==> config.mk <==
export PLATFORM = sky130hd
export DESIGN_NAME = ball_controller
export DESIGN_NICKNAME = d
export VERILOG_FILES = /design/src/rtl/breakout_pkg.sv /design/src/rtl/ball_overlap_capture.sv /design/src/rtl/ball_controller.sv
export SDC_FILE = /design/constraint.sdc
export NUM_CORES = 1
export LEC_CHECK = 0
export ABC_AREA = 1
export CELL_PAD_IN_SITES_DETAIL_PLACEMENT = 0
export CELL_PAD_IN_SITES_GLOBAL_PLACEMENT = 2
export CORE_ASPECT_RATIO = 0.8
export CORE_MARGIN = 2
export CORE_UTILIZATION = 31
export CTS_CLUSTER_DIAMETER = 40
export DETAILED_ROUTE_END_ITERATION = 6
export GPL_TIMING_DRIVEN = 0
export PLACE_DENSITY = 0.8
export SLEW_MARGIN = 20
export SYNTH_ARGS = -nofsm -noshare
export SYNTH_HDL_FRONTEND = slang
export SYNTH_SLANG_ARGS = --single-unit
==> constraint.sdc <==
create_clock -name clk -period 2.7 [get_ports clk]
set_input_delay 0.405 -clock clk [delete_from_list [all_inputs] [get_ports clk]]
set_output_delay 0.405 -clock clk [all_outputs]
set_load 0.1 [all_outputs]
==> src/rtl/breakout_pkg.sv <==
// rtl/breakout_pkg.sv - shared breakout geometry, pixel pipeline latency and ball state type.
package breakout_pkg;

    typedef enum logic [1:0] {
        SERVE     = 2'd0,
        PLAY      = 2'd1,
        LOST      = 2'd2,
        GAME_OVER = 2'd3
    } ball_state_t;

    localparam int SCREEN_W  = 640;
    localparam int SCREEN_H  = 480;
    localparam int BALL_SIZE = 8;
    localparam int PADDLE_W  = 80;
    localparam int PADDLE_Y  = 440;

    // Cycles between a pixel coordinate and the matching brick_on sample.
    localparam int PIX_LAT   = 2;

endpackage

==> src/rtl/ball_overlap_capture.sv <==
// rtl/ball_overlap_capture.sv - pixel delay line, ball-box test and first brick overlap latch per frame.
module ball_overlap_capture (
    input  logic       clk,
    input  logic       reset,
    input  logic [9:0] pixel_x,
    input  logic [8:0] pixel_y,
    input  logic       brick_on,
    input  logic [9:0] ball_x,
    input  logic [8:0] ball_y,
    input  logic       clear,
    input  logic       hold,
    output logic       ball_on,
    output logic       flag,
    output logic [9:0] hit_x,
    output logic [8:0] hit_y
);
    import breakout_pkg::*;

    logic [PIX_LAT-1:0][9:0] px_q;
    logic [PIX_LAT-1:0][8:0] py_q;
    logic [PIX_LAT-1:0]      in_q;
    logic                    flag_q;
    logic [9:0]              hit_x_q;
    logic [8:0]              hit_y_q;
    logic                    in_box;

    assign in_box = (pixel_x >= ball_x)
                 && ({1'b0, pixel_x} < {1'b0, ball_x} + 11'(BALL_SIZE))
                 && (pixel_y >= ball_y)
                 && ({1'b0, pixel_y} < {1'b0, ball_y} + 10'(BALL_SIZE));

    always_ff @(posedge clk or posedge reset) begin
        if (reset) begin
            px_q    <= '0;
            py_q    <= '0;
            in_q    <= '0;
            flag_q  <= 1'b0;
            hit_x_q <= '0;
            hit_y_q <= '0;
        end else begin
            px_q[0] <= pixel_x;
            py_q[0] <= pixel_y;
            in_q[0] <= in_box;
            for (int i = 1; i < PIX_LAT; i++) begin
                px_q[i] <= px_q[i-1];
                py_q[i] <= py_q[i-1];
                in_q[i] <= in_q[i-1];
            end
            // hold keeps hit_x/hit_y stable while the hit pulse is being reported
            if (clear) begin
                flag_q <= 1'b0;
            end else if (in_q[PIX_LAT-1] && brick_on && !flag_q && !hold) begin
                flag_q  <= 1'b1;
                hit_x_q <= px_q[PIX_LAT-1];
                hit_y_q <= py_q[PIX_LAT-1];
            end
        end
    end

    assign ball_on = in_q[PIX_LAT-1];
    assign flag    = flag_q;
    assign hit_x   = hit_x_q;
    assign hit_y   = hit_y_q;

endmodule

==> src/rtl/ball_controller.sv <==
// rtl/ball_controller.sv - breakout ball motion, bounces, brick hit reporting and lives/serve FSM.
// Optional BALL_SPEEDUP_EN: ball speeds up by one step every few brick hits.
module ball_controller #(
    parameter int SPEED       = 3,
    parameter int LIVES_INIT  = 3,
    parameter int LOST_FRAMES = 60
) (
    input  logic       clk,
    input  logic       reset,
    input  logic       frame_tick,
    input  logic [9:0] pixel_x,
    input  logic [8:0] pixel_y,
    input  logic       brick_on,
    input  logic [9:0] paddle_x,
    input  logic       launch,
    output logic [9:0] ball_x,
    output logic [8:0] ball_y,
    output logic       ball_on,
    output logic       ball_hit,
    output logic [9:0] hit_x,
    output logic [8:0] hit_y,
    output logic [1:0] lives,
    output logic       game_over
);
    import breakout_pkg::*;

    localparam int                LC_W       = $clog2(LOST_FRAMES);
    localparam logic signed [10:0] X_MAX     = 11'(SCREEN_W - BALL_SIZE);
    localparam logic [9:0]        X_MAX_U    = 10'(SCREEN_W - BALL_SIZE);
    localparam logic signed [9:0] Y_LOST     = 10'(SCREEN_H);
    localparam logic signed [9:0] Y_PAD      = 10'(PADDLE_Y - BALL_SIZE);
    localparam logic [8:0]        SERVE_Y    = 9'(PADDLE_Y - BALL_SIZE);
    localparam logic [9:0]        CENTER_OFS = 10'(PADDLE_W / 2 - BALL_SIZE / 2);
    localparam logic [9:0]        RESET_X    = 10'((SCREEN_W - PADDLE_W) / 2) + CENTER_OFS;

    ball_state_t       state_q, state_d;
    logic [9:0]        x_q, x_d;
    logic [8:0]        y_q, y_d;
    logic              dxn_q, dxn_d;
    logic              dyn_q, dyn_d;
    logic [1:0]        lives_q, lives_d;
    logic [LC_W-1:0]   lost_cnt_q, lost_cnt_d;
    logic              launch_q;
    logic              ball_hit_q, ball_hit_d;
    logic              game_over_q, game_over_d;

    logic              flag;
    logic              launch_rise;
    logic [2:0]        spd;
    logic [3:0]        mag, vx, vy;
    logic signed [10:0] next_x;
    logic signed [9:0]  next_y;
    logic              x_overlap;
    logic              paddle_bounce;
    logic [9:0]        serve_x;

    ball_overlap_capture u_capture (
        .clk      (clk),
        .reset    (reset),
        .pixel_x  (pixel_x),
        .pixel_y  (pixel_y),
        .brick_on (brick_on),
        .ball_x   (x_q),
        .ball_y   (y_q),
        .clear    (frame_tick),
        .hold     (ball_hit_q),
        .ball_on  (ball_on),
        .flag     (flag),
        .hit_x    (hit_x),
        .hit_y    (hit_y)
    );

`ifdef BALL_SPEEDUP_EN
    localparam int SPEEDUP_HITS = 4;
    localparam int MAX_SPEED    = 6;

    logic [2:0] spd_q, spd_d;
    logic [2:0] hits_q, hits_d;

    always_comb begin
        spd_d  = spd_q;
        hits_d = hits_q;
        if (state_q == SERVE && launch_rise) begin
            spd_d  = 3'(SPEED);
            hits_d = 3'd0;
        end else if (state_q == PLAY && frame_tick && flag) begin
            hits_d = hits_q + 3'd1;
            if (hits_q == 3'(SPEEDUP_HITS - 1)) begin
                hits_d = 3'd0;
                if (spd_q < 3'(MAX_SPEED)) begin
                    spd_d = spd_q + 3'd1;
                end
            end
        end
    end

    always_ff @(posedge clk or posedge reset) begin
        if (reset) begin
            spd_q  <= 3'(SPEED);
            hits_q <= 3'd0;
        end else begin
            spd_q  <= spd_d;
            hits_q <= hits_d;
        end
    end

    assign spd = spd_q;
`else
    assign spd = 3'(SPEED);
`endif

    // Velocity is kept as a shared magnitude plus one sign bit per axis.
    assign mag     = {1'b0, spd};
    assign vx      = dxn_q ? 4'd0 - mag : mag;
    assign vy      = dyn_q ? 4'd0 - mag : mag;
    assign next_x  = $signed({1'b0, x_q}) + $signed({{7{vx[3]}}, vx});
    assign next_y  = $signed({1'b0, y_q}) + $signed({{6{vy[3]}}, vy});
    assign serve_x = paddle_x + CENTER_OFS;
    assign launch_rise = launch && !launch_q;

    assign x_overlap = ({1'b0, x_q} + 11'(BALL_SIZE) > {1'b0, paddle_x})
                    && ({1'b0, x_q} < {1'b0, paddle_x} + 11'(PADDLE_W));
    assign paddle_bounce = !dyn_q && (next_y >= Y_PAD) && (y_q <= SERVE_Y) && x_overlap;

    always_comb begin
        state_d     = state_q;
        x_d         = x_q;
        y_d         = y_q;
        dxn_d       = dxn_q;
        dyn_d       = dyn_q;
        lives_d     = lives_q;
        lost_cnt_d  = lost_cnt_q;
        ball_hit_d  = 1'b0;
        case (state_q)
            SERVE: begin
                if (frame_tick) begin
                    x_d = serve_x;
                    y_d = SERVE_Y;
                end
                if (launch_rise) begin
                    state_d = PLAY;
                    dxn_d   = 1'b0;
                    dyn_d   = 1'b1;
                end
            end
            PLAY: begin
                if (frame_tick) begin
                    ball_hit_d = flag;
                    if (next_x[10]) begin
                        x_d   = 10'd0;
                        dxn_d = 1'b0;
                    end else if (next_x > X_MAX) begin
                        x_d   = X_MAX_U;
                        dxn_d = 1'b1;
                    end else begin
                        x_d = next_x[9:0];
                    end
                    // dy priority: paddle, then top wall, then brick
                    if (paddle_bounce) begin
                        y_d   = SERVE_Y;
                        dyn_d = 1'b1;
                    end else if (next_y[9]) begin
                        y_d   = 9'd0;
                        dyn_d = 1'b0;
                    end else begin
                        y_d = next_y[8:0];
                        if (flag) begin
                            dyn_d = !dyn_q;
                        end
                    end
                    if (next_y >= Y_LOST) begin
                        state_d    = LOST;
                        lives_d    = lives_q - 2'd1;
                        lost_cnt_d = '0;
                    end
                end
            end
            LOST: begin
                if (frame_tick) begin
                    if (lost_cnt_q == LC_W'(LOST_FRAMES - 1)) begin
                        lost_cnt_d = '0;
                        if (lives_q == 2'd0) begin
                            state_d = GAME_OVER;
                        end else begin
                            state_d = SERVE;
                            x_d     = serve_x;
                            y_d     = SERVE_Y;
                        end
                    end else begin
                        lost_cnt_d = lost_cnt_q + LC_W'(1);
                    end
                end
            end
            default: begin
            end
        endcase
        game_over_d = (state_d == GAME_OVER);
    end

    always_ff @(posedge clk or posedge reset) begin
        if (reset) begin
            state_q     <= SERVE;
            x_q         <= RESET_X;
            y_q         <= SERVE_Y;
            dxn_q       <= 1'b0;
            dyn_q       <= 1'b1;
            lives_q     <= 2'(LIVES_INIT);
            lost_cnt_q  <= '0;
            launch_q    <= 1'b0;
            ball_hit_q  <= 1'b0;
            game_over_q <= 1'b0;
        end else begin
            state_q     <= state_d;
            x_q         <= x_d;
            y_q         <= y_d;
            dxn_q       <= dxn_d;
            dyn_q       <= dyn_d;
            lives_q     <= lives_d;
            lost_cnt_q  <= lost_cnt_d;
            launch_q    <= launch;
            ball_hit_q  <= ball_hit_d;
            game_over_q <= game_over_d;
        end
    end

    assign ball_x    = x_q;
    assign ball_y    = y_q;
    assign ball_hit  = ball_hit_q;
    assign lives     = lives_q;
    assign game_over = game_over_q;

endmodule

==> results of run 1 <==
==> how the worst min path moves through the flow <==
stage / endpoint / slack (ns)
final: u_capture.px_q[15] / 0.35
after floorplan: u_capture.in_q[1] / 0.33
after CTS: u_capture.px_q[16] / 0.35
after global placement: u_capture.px_q[18] / 0.33
after global routing: u_capture.px_q[10] / 0.35
after detailed placement: u_capture.px_q[10] / 0.33
==> stage by stage <==
stage                     setup WS, ns  area [um^2]
after floorplan                0.00418         6140
after global placement          -0.254         7220
after detailed placement        -0.284         7290
after CTS                      -0.0348         7710
after global routing            -0.300         7940
final                           -0.121         7940
==> area by class of cell <==
type,count,area (um^2),area share [%]
multi-input cells,513,3500,44.1
flip-flops and latches,94,2390,30.2
repair buffers,107,1040,13.2
inverters,95,364,4.59
well taps,258,323,4.07
clock buffers,10,229,2.88
clock inverters,6,58.8,0.741
plain buffers,5,21.3,0.268
==> kinds of logic (layout without fill, tap and decap cells) <==
logic type               Yosys count  count (layout)  share of synthesized area (%)
AND/OR/NAND/NOR                  290             291                           21.5
buffers and inverters            100             223                           6.22
AO/OA/AOI/OAI                     98              98                           9.46
flip-flops                        94              94                           39.0
adder cells (fa/ha/maj)           77              77                           16.1
XOR/XNOR                          28              28                           4.16
multiplexers                      19              19                           3.52
==> cells in the final DEF (no fill, tap or decap), drive strengths merged, types with 22 or more instances in the layout <==
cell,n
a21oi,49
buf,34
clkdlybuf4s50,73
dfrtp,82
ha,75
inv,94
nand2,151
nand3,42
nor2,65
xor2,22
==> layer usage <==
metal / vias to the layer above / part of all wire (%) / GRT usage, %
met2: 93 / 44 / 23.9
met5: - / 0 / 0
met1: 2368 / 51 / 21.3
met3: 22 / 3.4 / 2.75
li1: 2580 / - / -
met4: 0 / 2.1 / 5.19
==> registers in the layout (all words and copies together) (netlist names), 2 cells and up <==
name             flops
lives                2
u_capture.py_q      18
u_capture.hit_y      9
u_capture.px_q      20
ball_y               9
u_capture.hit_x     10
ball_x              10
u_capture.in_q       2
state_q              2
lost_cnt_q           6
==> synth_stat cells (all sizes together), types with 7 or more instances <==
cell,instances,share of area [%]
nor3,9,0.74
nand4,8,0.82
nand3,42,3.7
a21oi,49,4.3
nand3b,7,0.87
inv,95,5.9
nor2,65,4.6
o21ai,21,1.8
xor2,22,3.3
nand2,150,9.8
ha,75,15
mux2,19,3.5
dfrtp,82,34
dfstp,12,5.2
==> worst max-delay path: stages (launching register included) <==
cell and delay (ns):
dfstp_2 0.62, buf_6 0.15, ha_4 0.21, nand2_2 0.06, inv_1 0.05, a21oi_2 0.17
nand2_2 0.09, nand2_2 0.06, nand2_1 0.07, a21oi_2 0.13, ha_1 0.26, a21oi_2 0.14
o21a_1 0.16, inv_2 0.06, nor2_4 0.15, nand2_4 0.11, nand2_2 0.14, o21ai_1 0.07
==> power by group through the flow <==
stage               logic, uW  registers [uW]  clock network, uW
detailed placement       1200            1660                  0
CTS                      1230            1630               1270
global placement         1160            1660                  0
global route             1390            1640               1330
floorplan                 501            2020                  0
finish                   1270            1630               1210
==> repair_timing <==
action                                 4_1_cts  5_1_grt
gates resized for setup                     14       24
setup endpoints to repair                   20       29
pin swaps                                    7       15
cloned                                       1        0
endpoints found under the hold margin        0        0
buffers inserted                            10       18
==> results.cfg, run 1 <==
[run_status]
outcome = finished, violations left
violations = negative setup slack

[grt]
track_usage_pct = 15.2
grt.overflow.total = 0
first_global_vias = 5054
grt_max_degree = 33
antenna_found_initial = 0
grt_pass1_wl_um = 25100

[synthesis]
ys_seq_elements = 94
synth_flop_cell = dfrtp_1
synthCells = 706
synth.distinct_cells = 46
yosys_warnings = 0
synth_fp_nets = 817
syn_area_per_cell_um2 = 8.60
synthArstFlopShare_pct = 100
ys_seq_area_share_pct = 39.0
synth_edf_count = 0
synthesis.area_mm2 = 0.00607

[sta]
setup_ws_ns = -0.121
finalCritPeriodShare_pct = 104
tns_ns = -1.08
tightest_slew_ns = 0.991
final-setup-viol-count = 15
rsz0062_at_grt = true
maxSlewHeadroom_pct = 33.7
whs_ns = 0.346
fin_skew_ns = 0.00593
hold_viol_final = 0
slew_violations = 0
fmaxAchievable_mhz = 354
fin_crit_ns = 2.82

[floorplanning]
start_util_pct = 31.8
rows = 45
fp.coreArea_mm2 = 0.0191
die_x_um = 160
die_area_mm2 = 0.0207
ios = 77
die_h_um = 129

[setup_path]
cp.arrival_ns = 3.06
r2r-end = lost_cnt_q[3]
r2r_start = dyn_q
critPathMaxFanout = 8
worst-r2r-setup-slack_ns = -0.12
endpoint = lost_cnt_q[3]
required_ns = 2.93
crit_start = dyn_q
ff2ff_path_depth = 17
critical_path_class = reg -> reg
cp-end-kind = register
critPathLaunchType = register

[power_and_ir_drop]
p_seq_share_pct = 39.6
powerDensity_mw_per_mm2 = 518
pwr-share-clk_pct = 29.5
total_power_uw = 4110
p_sw_uw = 1490
p_leak_uw = 0.00384
pwr-share-comb_pct = 30.9
ir_drop_mv = 0.287
internal_power_uw = 2620
swShare_pct = 36.3

[detailed_routing]
wl_per_cell_um = 14.1
ant_nets = 0
first_pass_iters = 5
drtIter0Drc = 295
viasPerCell = 4.65
drc = 0
routed_wl_um = 15400
vias = 5063

[hold_path]
hold_depth = 0
hp-start = u_capture.px_q[5]
hold_path_class = reg -> reg

[final_layout]
layout-drive-gt1-share_pct = 17.3
final_cells = 1088
final_util_pct = 41.6
nets = 936
n_fill_cell = 1867
diodes = 0
area_growth_pct = 30.7

[placed_design]
place_inst = 1043
dp_hpwl_um = 12100
port_buffers = 76
place_congestion = 0.847

[clock_network]
clk_pin_slew_ns = 0.07
cts_buffers = 9
cts_sinks = 94
clk_latency_ns = 0.35
htreeDepth = 3
cts_hold_buf = 0
cts_tree = built
clock_path_buffers = 2
cts.root.buffer_cell = clkbuf_16

[flow_run]
max-cap-violations = 0
Note: power is estimated with default switching activity, not from simulation.
==> run 2, diff against run 1 <==
--- a/config.mk
+++ b/config.mk
@@ -13,7 +13,6 @@
 export CORE_UTILIZATION = 31
 export CTS_CLUSTER_DIAMETER = 40
 export DETAILED_ROUTE_END_ITERATION = 6
-export GPL_TIMING_DRIVEN = 0
 export PLACE_DENSITY = 0.8
 export SLEW_MARGIN = 20
 export SYNTH_ARGS = -nofsm -noshare
==> results.cfg, run 2 (synthesis results as in run 1) <==
[run_status]
outcome = complete, no violations

[floorplanning]
rows = 45
fp.coreArea_mm2 = 0.0191
die_x_um = 160
die_area_mm2 = 0.0207
ios = 77
die_h_um = 129
start_util_pct = 31.8

[final_layout]
register_area_mm2 = 0.00239
layout-drive-gt1-share_pct = 26.7
diodes = 0
final_cells = 1113
largest_reg_flops = 20
layout_common_cells = nand2_1 (132), buf_4 (100), inv_1 (91)
regMostFlops = u_capture.px_q
final_common_cell = nand2_1
n_fill_cell = 1867
biggestRegsByFlops = u_capture.px_q x20, u_capture.py_q x18
area_growth_pct = 34.0
nets = 961
multi_input_area_mm2 = 0.00363
design_area_mm2 = 0.00814
final_util_pct = 42.6

[setup_path]
r2r-end = lost_cnt_q[3]
required_ns = 2.93
critPathLaunchType = register
critPathMaxFanout = 8
worst-r2r-setup-slack_ns = 0.005
ff2ff_path_depth = 17
crit_start = dyn_q
cp.arrival_ns = 2.93
endpoint = lost_cnt_q[3]
r2r_start = dyn_q
cp-end-kind = register
critical_path_class = reg -> reg

[power_and_ir_drop]
pwr-share-comb_pct = 31.6
internal_power_uw = 2660
pwr-share-clk_pct = 29.6
p_sw_uw = 1520
p_seq_share_pct = 38.8
swShare_pct = 36.4
powerDensity_mw_per_mm2 = 514
p_leak_uw = 0.00402
ir_drop_mv = 0.271

[grt]
grt_util_met3_pct = 2.94
use_met2_pct = 25.0
grt_max_degree = 47
track_usage_pct = 15.8
antenna_found_initial = 0
first_global_vias = 5022
met1_usage_pct = 22.6
grt_pass1_wl_um = 25700
grt_busiest_layer = met2
grt.overflow.total = 0

[hold_path]
hp-start = u_capture.px_q[5]
hold_path_class = reg -> reg

[sta]
tightest_slew_ns = 0.634
maxSlewHeadroom_pct = 57.6
fin_skew_ns = 0.00744
fmaxAchievable_mhz = 371
finalCritPeriodShare_pct = 99.8
fin_crit_ns = 2.69
setup_ws_ns = 0.00511
rsz0062_at_grt = true
tns_ns = 0
hold_viol_final = 0
final-setup-viol-count = 0
slew_violations = 0

[placed_design]
place_inst = 1075
place_ws_ns = -0.108
port_buffers = 76
dpl_cell_area_mm2 = 0.00741
place_congestion = 0.854
dp_hpwl_um = 12800

[detailed_routing]
routed_wl_um = 16200
first_pass_iters = 4
ant_nets = 0
wl_per_cell_um = 14.5
drtIter0Drc = 216
viasPerCell = 4.60
drc = 0
vias = 5123

[clock_network]
cts_hold_buf = 0
clk_latency_ns = 0.35
cts_sinks = 94
clock_path_buffers = 2
clk_pin_slew_ns = 0.07
htreeDepth = 3
cts.root.buffer_cell = clkbuf_16
cts_tree = built
cts_buffers = 9

[flow_run]
max-cap-violations = 0
run 2: routing by layer:
metal	share of wire, %	wire [um]
met3	4.3	702
met4	0.59	96
met1	50	8140
met5	0	0
met2	45	7220
run 2: power by group through the flow:
stage	Sequential (uW)	Combinational (uW)	Clock (uW)
5_1_grt	1640	1440	1360
2_1_floorplan	2020	501	0
3_5_place_dp	1650	1230	0
4_1_cts	1620	1270	1300
6_report	1620	1320	1240
3_3_place_gp	1640	1210	0
run 2: per-stage QoR:
| stage | total power, uW | hold WS, ns |
|---|---|---|
| after floorplan | 2520 | 0.331 |
| after global placement | 2860 | 0.331 |
| after detailed placement | 2890 | 0.335 |
| after CTS | 4190 | 0.351 |
| after global routing | 4430 | 0.356 |
| final | 4190 | 0.349 |
run 2: worst min-delay path by stage:
stage / to / slack (ns) / cells after the start
4_1_cts: u_capture.px_q[15] / 0.35 / 0
3_5_place_dp: u_capture.px_q[15] / 0.33 / 0
2_1_floorplan: u_capture.in_q[1] / 0.33 / 0
3_3_place_gp: u_capture.px_q[12] / 0.33 / 0
5_1_grt: u_capture.py_q[15] / 0.36 / 0
6_report: u_capture.px_q[15] / 0.35 / 0
run 2: what timing repair did:
item / in CTS / in global routing
setup endpoints to repair: 14 / 29
resized for setup: 17 / 40
buffers inserted: 8 / 13
pin swaps: 12 / 26
cloned: 1 / 0
run 2: area by class of cell:
class | instances | share of cell area (%)
Clock inverter | 6 | 0.646
Tap cell | 258 | 3.97
Timing Repair Buffer | 137 | 13.9
Sequential cell | 94 | 29.4
Clock buffer | 10 | 2.94
Inverter | 95 | 4.43
Multi-Input combinational cell | 513 | 44.7
run 2: worst max-delay path, cell delays in order (launching register included):
cell,delay (ns)
dfstp_2,0.57
buf_6,0.14
ha_4,0.22
nand2_4,0.08
inv_1,0.05
a21oi_2,0.16
nand2_2,0.09
nand2_2,0.07
nand2_2,0.05
a21oi_2,0.11
ha_1,0.25
a21oi_2,0.13
o21a_1,0.15
inv_2,0.05
nor2_4,0.15
nand2_4,0.11
nand2_2,0.14
o21ai_1,0.06
